[src/rtl/cp0_exception_unit_pkg.sv]
// Shared constants and types for the CP0 exception unit.
// CP0 register numbers, ExcCodes, Status/Cause bit positions and reset defaults.
package cp0_exception_unit_pkg;

    localparam logic [4:0] CP0_BADVADDR = 5'd8;
    localparam logic [4:0] CP0_COUNT    = 5'd9;
    localparam logic [4:0] CP0_COMPARE  = 5'd11;
    localparam logic [4:0] CP0_STATUS   = 5'd12;
    localparam logic [4:0] CP0_CAUSE    = 5'd13;
    localparam logic [4:0] CP0_EPC      = 5'd14;

    typedef enum logic [4:0] {
        EXC_INT  = 5'h00,
        EXC_ADEL = 5'h04,
        EXC_ADES = 5'h05,
        EXC_SYS  = 5'h08,
        EXC_BP   = 5'h09,
        EXC_RI   = 5'h0A,
        EXC_OV   = 5'h0C
    } exc_code_e;

    localparam int ST_IE    = 0;
    localparam int ST_EXL   = 1;
    localparam int ST_IM_LO = 8;
    localparam int ST_IM_HI = 15;
    localparam int ST_BEV   = 22;

    localparam logic [31:0] STATUS_WMASK    = 32'h0000_FF03;
    localparam logic [31:0] STATUS_BEV_MASK = 32'h0040_0000;

    localparam logic [31:0] EXC_VECTOR_DEF = 32'hBFC0_0380;
    localparam logic [31:0] STATUS_RST_DEF = 32'h0040_0000;

    // Cause is kept as its live fields; IP[7] is finalised at the top level.
    typedef struct packed {
        logic       bd;
        logic       ti;
        logic [5:0] ip_hw;
        logic [1:0] ip_sw;
        logic [4:0] exccode;
    } cause_t;

    function automatic logic [31:0] status_merge(input logic [31:0] wdata);
        return (wdata & STATUS_WMASK) | STATUS_BEV_MASK;
    endfunction

endpackage

[src/rtl/cp0_exception_unit_if.sv]
// M-stage <-> CP0 signal bundle; the pipeline is master, the CP0 unit is slave.
interface cp0_exception_unit_if;
    import cp0_exception_unit_pkg::*;

    logic [5:0]  ext_int;
    logic [31:0] pcM;
    logic        in_delayslotM;
    logic        validM;
    logic        adel_pcM;
    logic        riM;
    logic        syscallM;
    logic        breakM;
    logic        eretM;
    logic        overflowM;
    logic        adelM;
    logic        adesM;
    logic [31:0] bad_addrM;
    logic        cp0_weM;
    logic [4:0]  cp0_waddrM;
    logic [31:0] cp0_wdataM;
    logic [4:0]  cp0_raddr;
    logic [31:0] cp0_rdata;
    logic        flush_exceptM;
    logic [31:0] except_pc;
    logic [31:0] status_o;
    logic [31:0] cause_o;
    logic [31:0] epc_o;

    modport master (
        output ext_int, pcM, in_delayslotM, validM, adel_pcM, riM, syscallM,
               breakM, eretM, overflowM, adelM, adesM, bad_addrM,
               cp0_weM, cp0_waddrM, cp0_wdataM, cp0_raddr,
        input  cp0_rdata, flush_exceptM, except_pc, status_o, cause_o, epc_o
    );

    modport slave (
        input  ext_int, pcM, in_delayslotM, validM, adel_pcM, riM, syscallM,
               breakM, eretM, overflowM, adelM, adesM, bad_addrM,
               cp0_weM, cp0_waddrM, cp0_wdataM, cp0_raddr,
        output cp0_rdata, flush_exceptM, except_pc, status_o, cause_o, epc_o
    );

endinterface

[src/rtl/cp0_exception_unit_exc_priority.sv]
// Combinational exception selector: picks the highest-priority pending event.
// ERET is reported separately and only when no real exception is selected.
module cp0_exc_priority
    import cp0_exception_unit_pkg::*;
(
    input  logic       int_pend_i,
    input  logic       adel_pc_i,
    input  logic       ri_i,
    input  logic       ov_i,
    input  logic       sys_i,
    input  logic       brk_i,
    input  logic       adel_i,
    input  logic       ades_i,
    input  logic       eret_i,
    output logic       exc_valid_o,
    output logic [4:0] exc_code_o,
    output logic       is_eret_o
);

    // Fixed priority chain, interrupt first, ERET last.
    always_comb begin
        exc_valid_o = 1'b1;
        exc_code_o  = EXC_INT;
        is_eret_o   = 1'b0;
        if (int_pend_i) begin
            exc_code_o = EXC_INT;
        end else if (adel_pc_i) begin
            exc_code_o = EXC_ADEL;
        end else if (ri_i) begin
            exc_code_o = EXC_RI;
        end else if (ov_i) begin
            exc_code_o = EXC_OV;
        end else if (sys_i) begin
            exc_code_o = EXC_SYS;
        end else if (brk_i) begin
            exc_code_o = EXC_BP;
        end else if (adel_i) begin
            exc_code_o = EXC_ADEL;
        end else if (ades_i) begin
            exc_code_o = EXC_ADES;
        end else if (eret_i) begin
            exc_valid_o = 1'b0;
            is_eret_o   = 1'b1;
        end else begin
            exc_valid_o = 1'b0;
        end
    end

endmodule

[src/rtl/cp0_exception_unit.sv]
// M-stage CP0: architectural registers, timer, interrupt/exception flush and redirect.
// Define CP0_TIMER_INT_EN to route Cause.TI into interrupt line IP[7].
module cp0_exception_unit
    import cp0_exception_unit_pkg::*;
#(
    parameter logic [31:0] EXC_VECTOR = EXC_VECTOR_DEF,
    parameter logic [31:0] STATUS_RST = STATUS_RST_DEF
) (
    input logic                 clk,
    input logic                 resetn,
    cp0_exception_unit_if.slave bus
);

    logic [31:0] badvaddr_q, badvaddr_d;
    logic [31:0] count_q, count_d;
    logic [31:0] compare_q, compare_d;
    logic [31:0] status_q, status_d;
    logic [31:0] epc_q, epc_d;
    cause_t      cause_q, cause_d;
    logic        tick_q, tick_d;

    logic [7:0]  ip_s;
    logic [31:0] cause_s;
    logic        int_pend_s;
    logic        exc_valid_s;
    logic        is_eret_s;
    logic [4:0]  exc_code_s;
    logic        mtc0_s;
    logic        flush_s;

`ifdef CP0_TIMER_INT_EN
    assign ip_s = {cause_q.ip_hw[5] | cause_q.ti, cause_q.ip_hw[4:0], cause_q.ip_sw};
`else
    assign ip_s = {cause_q.ip_hw, cause_q.ip_sw};
`endif

    assign cause_s    = {cause_q.bd, cause_q.ti, 14'h0000, ip_s, 1'b0, cause_q.exccode, 2'b00};
    assign int_pend_s = status_q[ST_IE] & ~status_q[ST_EXL]
                        & (|(ip_s & status_q[ST_IM_HI:ST_IM_LO]));
    assign mtc0_s     = bus.validM & bus.cp0_weM;

    cp0_exc_priority u_prio (
        .int_pend_i  (int_pend_s    & bus.validM),
        .adel_pc_i   (bus.adel_pcM  & bus.validM),
        .ri_i        (bus.riM       & bus.validM),
        .ov_i        (bus.overflowM & bus.validM),
        .sys_i       (bus.syscallM  & bus.validM),
        .brk_i       (bus.breakM    & bus.validM),
        .adel_i      (bus.adelM     & bus.validM),
        .ades_i      (bus.adesM     & bus.validM),
        .eret_i      (bus.eretM     & bus.validM),
        .exc_valid_o (exc_valid_s),
        .exc_code_o  (exc_code_s),
        .is_eret_o   (is_eret_s)
    );

    assign flush_s = exc_valid_s | is_eret_s;

    // Zero-latency flush/redirect, mfc0 read mux and register mirrors.
    always_comb begin
        bus.flush_exceptM = flush_s;
        bus.except_pc     = 32'h0000_0000;
        if (flush_s) begin
            bus.except_pc = is_eret_s ? epc_q : EXC_VECTOR;
        end else begin
            bus.except_pc = 32'h0000_0000;
        end
        case (bus.cp0_raddr)
            CP0_BADVADDR: bus.cp0_rdata = badvaddr_q;
            CP0_COUNT:    bus.cp0_rdata = count_q;
            CP0_COMPARE:  bus.cp0_rdata = compare_q;
            CP0_STATUS:   bus.cp0_rdata = status_q;
            CP0_CAUSE:    bus.cp0_rdata = cause_s;
            CP0_EPC:      bus.cp0_rdata = epc_q;
            default:      bus.cp0_rdata = 32'h0000_0000;
        endcase
        bus.status_o = status_q;
        bus.cause_o  = cause_s;
        bus.epc_o    = epc_q;
    end

    // Next state: timer, then mtc0, then exception/ERET overrides on top.
    always_comb begin
        badvaddr_d    = badvaddr_q;
        compare_d     = compare_q;
        status_d      = status_q;
        epc_d         = epc_q;
        cause_d       = cause_q;
        tick_d        = ~tick_q;
        count_d       = count_q + {31'd0, tick_q};
        cause_d.ti    = cause_q.ti | (count_q == compare_q);
        cause_d.ip_hw = bus.ext_int;

        if (mtc0_s) begin
            case (bus.cp0_waddrM)
                CP0_COUNT:   count_d = bus.cp0_wdataM;
                CP0_COMPARE: begin
                    compare_d  = bus.cp0_wdataM;
                    cause_d.ti = 1'b0;
                end
                CP0_STATUS:  status_d      = status_merge(bus.cp0_wdataM);
                CP0_CAUSE:   cause_d.ip_sw = bus.cp0_wdataM[9:8];
                CP0_EPC:     epc_d         = bus.cp0_wdataM;
                default:     ;
            endcase
        end else begin
            count_d = count_d;
        end

        if (exc_valid_s) begin
            cause_d.exccode = exc_code_s;
            if (!status_q[ST_EXL]) begin
                epc_d      = bus.in_delayslotM ? (bus.pcM - 32'd4) : bus.pcM;
                cause_d.bd = bus.in_delayslotM;
            end else begin
                cause_d.bd = cause_q.bd;
            end
            status_d[ST_EXL] = 1'b1;
            // adel_pcM outranks adelM, so an ADEL code with it set is the fetch fault.
            if (exc_code_s == EXC_ADEL) begin
                badvaddr_d = bus.adel_pcM ? bus.pcM : bus.bad_addrM;
            end else if (exc_code_s == EXC_ADES) begin
                badvaddr_d = bus.bad_addrM;
            end else begin
                badvaddr_d = badvaddr_q;
            end
        end else if (is_eret_s) begin
            status_d[ST_EXL] = 1'b0;
        end else begin
            status_d = status_d;
        end
    end

    // State registers with synchronous active-low reset.
    always_ff @(posedge clk) begin
        if (!resetn) begin
            badvaddr_q <= 32'h0000_0000;
            count_q    <= 32'h0000_0000;
            compare_q  <= 32'h0000_0000;
            status_q   <= STATUS_RST;
            epc_q      <= 32'h0000_0000;
            cause_q    <= '0;
            tick_q     <= 1'b0;
        end else begin
            badvaddr_q <= badvaddr_d;
            count_q    <= count_d;
            compare_q  <= compare_d;
            status_q   <= status_d;
            epc_q      <= epc_d;
            cause_q    <= cause_d;
            tick_q     <= tick_d;
        end
    end

endmodule
[src/flat_wrapper.sv]
// flat-port wrapper written by rule: the top's interface ports become plain ports
module cp0_exception_unit_flat import cp0_exception_unit_pkg::*;
#(
    parameter logic [31:0] EXC_VECTOR = EXC_VECTOR_DEF,
    parameter logic [31:0] STATUS_RST = STATUS_RST_DEF
)
  (clk, resetn, bus_ext_int, bus_pcM, bus_in_delayslotM, bus_validM, bus_adel_pcM, bus_riM, bus_syscallM, bus_breakM, bus_eretM, bus_overflowM, bus_adelM, bus_adesM, bus_bad_addrM, bus_cp0_weM, bus_cp0_waddrM, bus_cp0_wdataM, bus_cp0_raddr, bus_cp0_rdata, bus_flush_exceptM, bus_except_pc, bus_status_o, bus_cause_o, bus_epc_o);
  cp0_exception_unit_if bus_i ();
  input logic clk;
  input logic resetn;
  input wire logic [$bits(bus_i.ext_int)-1:0] bus_ext_int;
  input wire logic [$bits(bus_i.pcM)-1:0] bus_pcM;
  input wire logic [$bits(bus_i.in_delayslotM)-1:0] bus_in_delayslotM;
  input wire logic [$bits(bus_i.validM)-1:0] bus_validM;
  input wire logic [$bits(bus_i.adel_pcM)-1:0] bus_adel_pcM;
  input wire logic [$bits(bus_i.riM)-1:0] bus_riM;
  input wire logic [$bits(bus_i.syscallM)-1:0] bus_syscallM;
  input wire logic [$bits(bus_i.breakM)-1:0] bus_breakM;
  input wire logic [$bits(bus_i.eretM)-1:0] bus_eretM;
  input wire logic [$bits(bus_i.overflowM)-1:0] bus_overflowM;
  input wire logic [$bits(bus_i.adelM)-1:0] bus_adelM;
  input wire logic [$bits(bus_i.adesM)-1:0] bus_adesM;
  input wire logic [$bits(bus_i.bad_addrM)-1:0] bus_bad_addrM;
  input wire logic [$bits(bus_i.cp0_weM)-1:0] bus_cp0_weM;
  input wire logic [$bits(bus_i.cp0_waddrM)-1:0] bus_cp0_waddrM;
  input wire logic [$bits(bus_i.cp0_wdataM)-1:0] bus_cp0_wdataM;
  input wire logic [$bits(bus_i.cp0_raddr)-1:0] bus_cp0_raddr;
  output wire logic [$bits(bus_i.cp0_rdata)-1:0] bus_cp0_rdata;
  output wire logic [$bits(bus_i.flush_exceptM)-1:0] bus_flush_exceptM;
  output wire logic [$bits(bus_i.except_pc)-1:0] bus_except_pc;
  output wire logic [$bits(bus_i.status_o)-1:0] bus_status_o;
  output wire logic [$bits(bus_i.cause_o)-1:0] bus_cause_o;
  output wire logic [$bits(bus_i.epc_o)-1:0] bus_epc_o;
  assign bus_i.ext_int = bus_ext_int;
  assign bus_i.pcM = bus_pcM;
  assign bus_i.in_delayslotM = bus_in_delayslotM;
  assign bus_i.validM = bus_validM;
  assign bus_i.adel_pcM = bus_adel_pcM;
  assign bus_i.riM = bus_riM;
  assign bus_i.syscallM = bus_syscallM;
  assign bus_i.breakM = bus_breakM;
  assign bus_i.eretM = bus_eretM;
  assign bus_i.overflowM = bus_overflowM;
  assign bus_i.adelM = bus_adelM;
  assign bus_i.adesM = bus_adesM;
  assign bus_i.bad_addrM = bus_bad_addrM;
  assign bus_i.cp0_weM = bus_cp0_weM;
  assign bus_i.cp0_waddrM = bus_cp0_waddrM;
  assign bus_i.cp0_wdataM = bus_cp0_wdataM;
  assign bus_i.cp0_raddr = bus_cp0_raddr;
  assign bus_cp0_rdata = bus_i.cp0_rdata;
  assign bus_flush_exceptM = bus_i.flush_exceptM;
  assign bus_except_pc = bus_i.except_pc;
  assign bus_status_o = bus_i.status_o;
  assign bus_cause_o = bus_i.cause_o;
  assign bus_epc_o = bus_i.epc_o;
  cp0_exception_unit #(.EXC_VECTOR(EXC_VECTOR), .STATUS_RST(STATUS_RST)) u_core (.clk(clk), .resetn(resetn), .bus(bus_i));
endmodule
[config.mk]
export PLATFORM = sky130hd
export DESIGN_NAME = cp0_exception_unit_flat
export DESIGN_NICKNAME = d
export VERILOG_FILES = /design/src/rtl/cp0_exception_unit_pkg.sv /design/src/rtl/cp0_exception_unit_if.sv /design/src/rtl/cp0_exception_unit_exc_priority.sv /design/src/rtl/cp0_exception_unit.sv /design/src/flat_wrapper.sv
export SDC_FILE = /design/constraint.sdc
export NUM_CORES = 1
export LEC_CHECK = 0
export CORE_ASPECT_RATIO = 0.75
export CORE_UTILIZATION = 30
export DETAILED_ROUTE_END_ITERATION = 10
export PLACE_DENSITY = 0.61
export SLEW_MARGIN = 20
export SYNTH_ARGS = -nofsm -noshare
export SYNTH_HDL_FRONTEND = slang
export SYNTH_SLANG_ARGS = --single-unit
[constraint.sdc]
create_clock -name clk -period 2.7 [get_ports clk]
set_input_delay 0.54 -clock clk [delete_from_list [all_inputs] [get_ports clk]]
set_output_delay 0.54 -clock clk [all_outputs]
set_load 0.05 [all_outputs]
==> out/results.tsv <==
metric	value	unit
Final Hold Vio Count	0	
Final Worst Setup Slack	-0.176	ns
final std cell area, no fill	14000	um^2
Core ar.	29400	um^2
share of post-route cells with drive strength above 1	21.8	%
max-slew violation count	0	
synth unique cells	62	
max-cap check violation count	0	
total congestion overflow	0	
initial antenna violation count	0	
Area Overhead vs Synth	54.5	%
Wirelength per Cell	22.6	um
Hold Path Origin	u_core.tick_q$_SDFF_PN0_	
total track usage	25.6	%
drt pass-1 iters	6	
biggest area consumer among synthesized cells	dfxtp_1	
std cell rows	54	
placed wire-length estimate	31000	um
CP Class	reg -> out	
startpoint types	flip-flop	
CTS sink cnt	153	
Finished Core Util	47.6	%
leak pwr	5.63	nW
fmax	348	MHz
Worst slew margin	58.8	%
Yosys top cell area share	33.8	%
Avg Cell Area, Syn	8.31	um^2
Final nets	1505	
EDFF count, synth	0	
reg2reg start	u_core.bus.status_o[9]$_SDFFE_PN0P_	
1st-iter DRT viols	1110	
antenna cell count	0	
critical-path maximum fanout	5	
CTS tree	done	
Req. time, crit path	2.16	ns
fin crit share	107	%
P per Cell Area	460	nW/um^2
flops & latches, synth	153	
crit path from	u_core.bus.status_o[9]$_SDFFE_PN0P_	
total wire length	40300	um
vias in the first global route	9107	
Syn Inst Count	1089	
die area	30900	um^2
CP Capture Type	output pin	
die extent in y	152	um
Port Buffer Count	245	
Most used DFF post-synth	dfxtp_1	
top post-synthesis cells by area	dfxtp_1, a21oi_1, a22oi_1	
CTS H-tree lvls	4	
initial core utilization	30.8	%
RSZ-0062 raised after global routing	true	
maximum vdd drop	345	uV
clock slew seen by the registers of the worst setup and hold paths	0.06	ns
Netlist Area Pre-Place	9050	um^2
num ports	286	
Placed Instance Area	13200	um^2
Tot Pwr	6.43	mW
Worst Skew	0.0101	ns
Root Driver	clkbuf_16	
Die W	203	um
top post-synthesis cells by count	dfxtp_1, nand2_1, a21oi_1	
Ys Warns	0	
FILL cells	2773	
count leader, synth	dfxtp_1	
Max Buffers Root-to-Sink	2	
Clk Latency, worst-skew pair	0.43	ns
# DRC	0	
Worst Tran Pin Value	0.616	ns
register area share after synthesis	33.8	%
largest net degree at the start of global routing	69	
status	finished with violations	
final RePlAce weighted congestion	0.946	
Vias/cell	5.47	
Num CTS Buffers	17	
CP Data Arrival Time	2.34	ns
Final setup viols	32	
Fin Setup TNS	-4.26	ns
failing checks	negative setup slack	
number of routed nets with antenna violations	0	
first-pass GRT wire length	58900	um
DR vias	9729	
Tmin final	2.88	ns
hold crit path type	reg -> reg	
Synth async-reset ratio	0	%
cells in the final DEF (no fill, tap or decap), types with 9 or more instances in the layout:
cell	n
a211oi_1	22
a21o_1	12
a21oi_1	99
a222oi_1	9
a22oi_1	65
a31oi_1	14
and2_4	20
and3_1	10
buf_12	84
buf_4	97
clkbuf_16	17
clkdlybuf4s50_1	170
conb_1	40
dfxtp_1	149
mux2i_1	46
nand2_1	107
nand3_1	31
nand4_1	18
nor2_1	44
nor3_1	42
nor4_1	11
o21a_1	16
o21ai_0	21
o221a_2	31
xnor2_1	50
xor2_1	38
where the power goes:
| part | internal (mW) | switching [mW] | total [mW] |
|---|---|---|---|
| sequential | 2.35 | 0.140 | 2.49 |
| clock | 1.55 | 0.959 | 2.50 |
| combinational | 0.597 | 0.840 | 1.44 |
| total | 4.50 | 1.94 | 6.43 |
kinds of logic after synthesis:
group	after synthesis	share of synthesized area (%)
AOI/OAI and AO/OA	307	24.1
and+or+nand+nor	348	19.8
xor gates and xnor gates	88	8.52
DFF	153	33.8
muxes	46	5.09
other	2	0.0830
buffers and inverters	142	8.14
adders and majority gates	3	0.415
area by class of cell:
type                       count  area (um^2)  area share (%)
multi-input combinational    832         5510            39.4
timing repair buffer         367         4280            30.6
sequential                   153         3070            21.9
clock buffer                  24          492            3.52
tap                          392          490            3.51
clock inverter                 6          114           0.814
inverter                       6         22.5           0.161
worst paths after layout:
path	slack (ns)	endpoint	depth (start not counted)
worst max register to register	0.13	u_core.badvaddr_q[20]$_SDFFE_PN0P_	7
worst min-delay path	0.44	u_core.tick_q$_SDFF_PN0_	1
worst max-delay path	-0.18	bus_except_pc[16]	6
worst min register to register	0.44	u_core.tick_q$_SDFF_PN0_	1
critical path: stages (launching register included):
cell and delay (ns):
dfxtp_1 0.35, a22oi_1 0.51, a311o_2 0.31, and3_4 0.29, buf_8 0.16, and2_4 0.16
buf_12 0.13
per-stage QoR:
stage | cells | setup slack, ns | hold WS, ns
2_1_floorplan | 1127 | -0.0151 | 0.399
5_1_grt | 1780 | -0.221 | 0.453
3_5_place_dp | 1742 | -0.398 | 0.428
6_report | 1780 | -0.176 | 0.439
4_1_cts | 1780 | -0.144 | 0.437
3_3_place_gp | 1742 | -0.384 | 0.411
layer usage:
layer / track usage, % / wire (um) / up-vias
met5: 0 / 0 / -
met4: 6.55 / 780 / 0
met3: 8.51 / 4940 / 41
met2: 35.8 / 16800 / 563
met1: 37.1 / 17800 / 4639
li1: - / - / 4486
sequential cells by signal, summed over array words and instances (netlist names):
signal and cells:
u_core.count_q 32, u_core.compare_q 32, u_core.bus.cause_o 14, u_core.tick_q 1, u_core.badvaddr_q 32, u_core.bus.epc_o 32
u_core.bus.status_o 10
timing repair:
item | 4_1_cts | 5_1_grt
resized for setup | 59 | 2
hold buffers | 0 | 0
buffers inserted | 6 | 0
endpoints found under the setup margin | 63 | 66
pin swaps | 8 | 1
cloned | 2 | 0
Power figures use the tool's default switching activity.
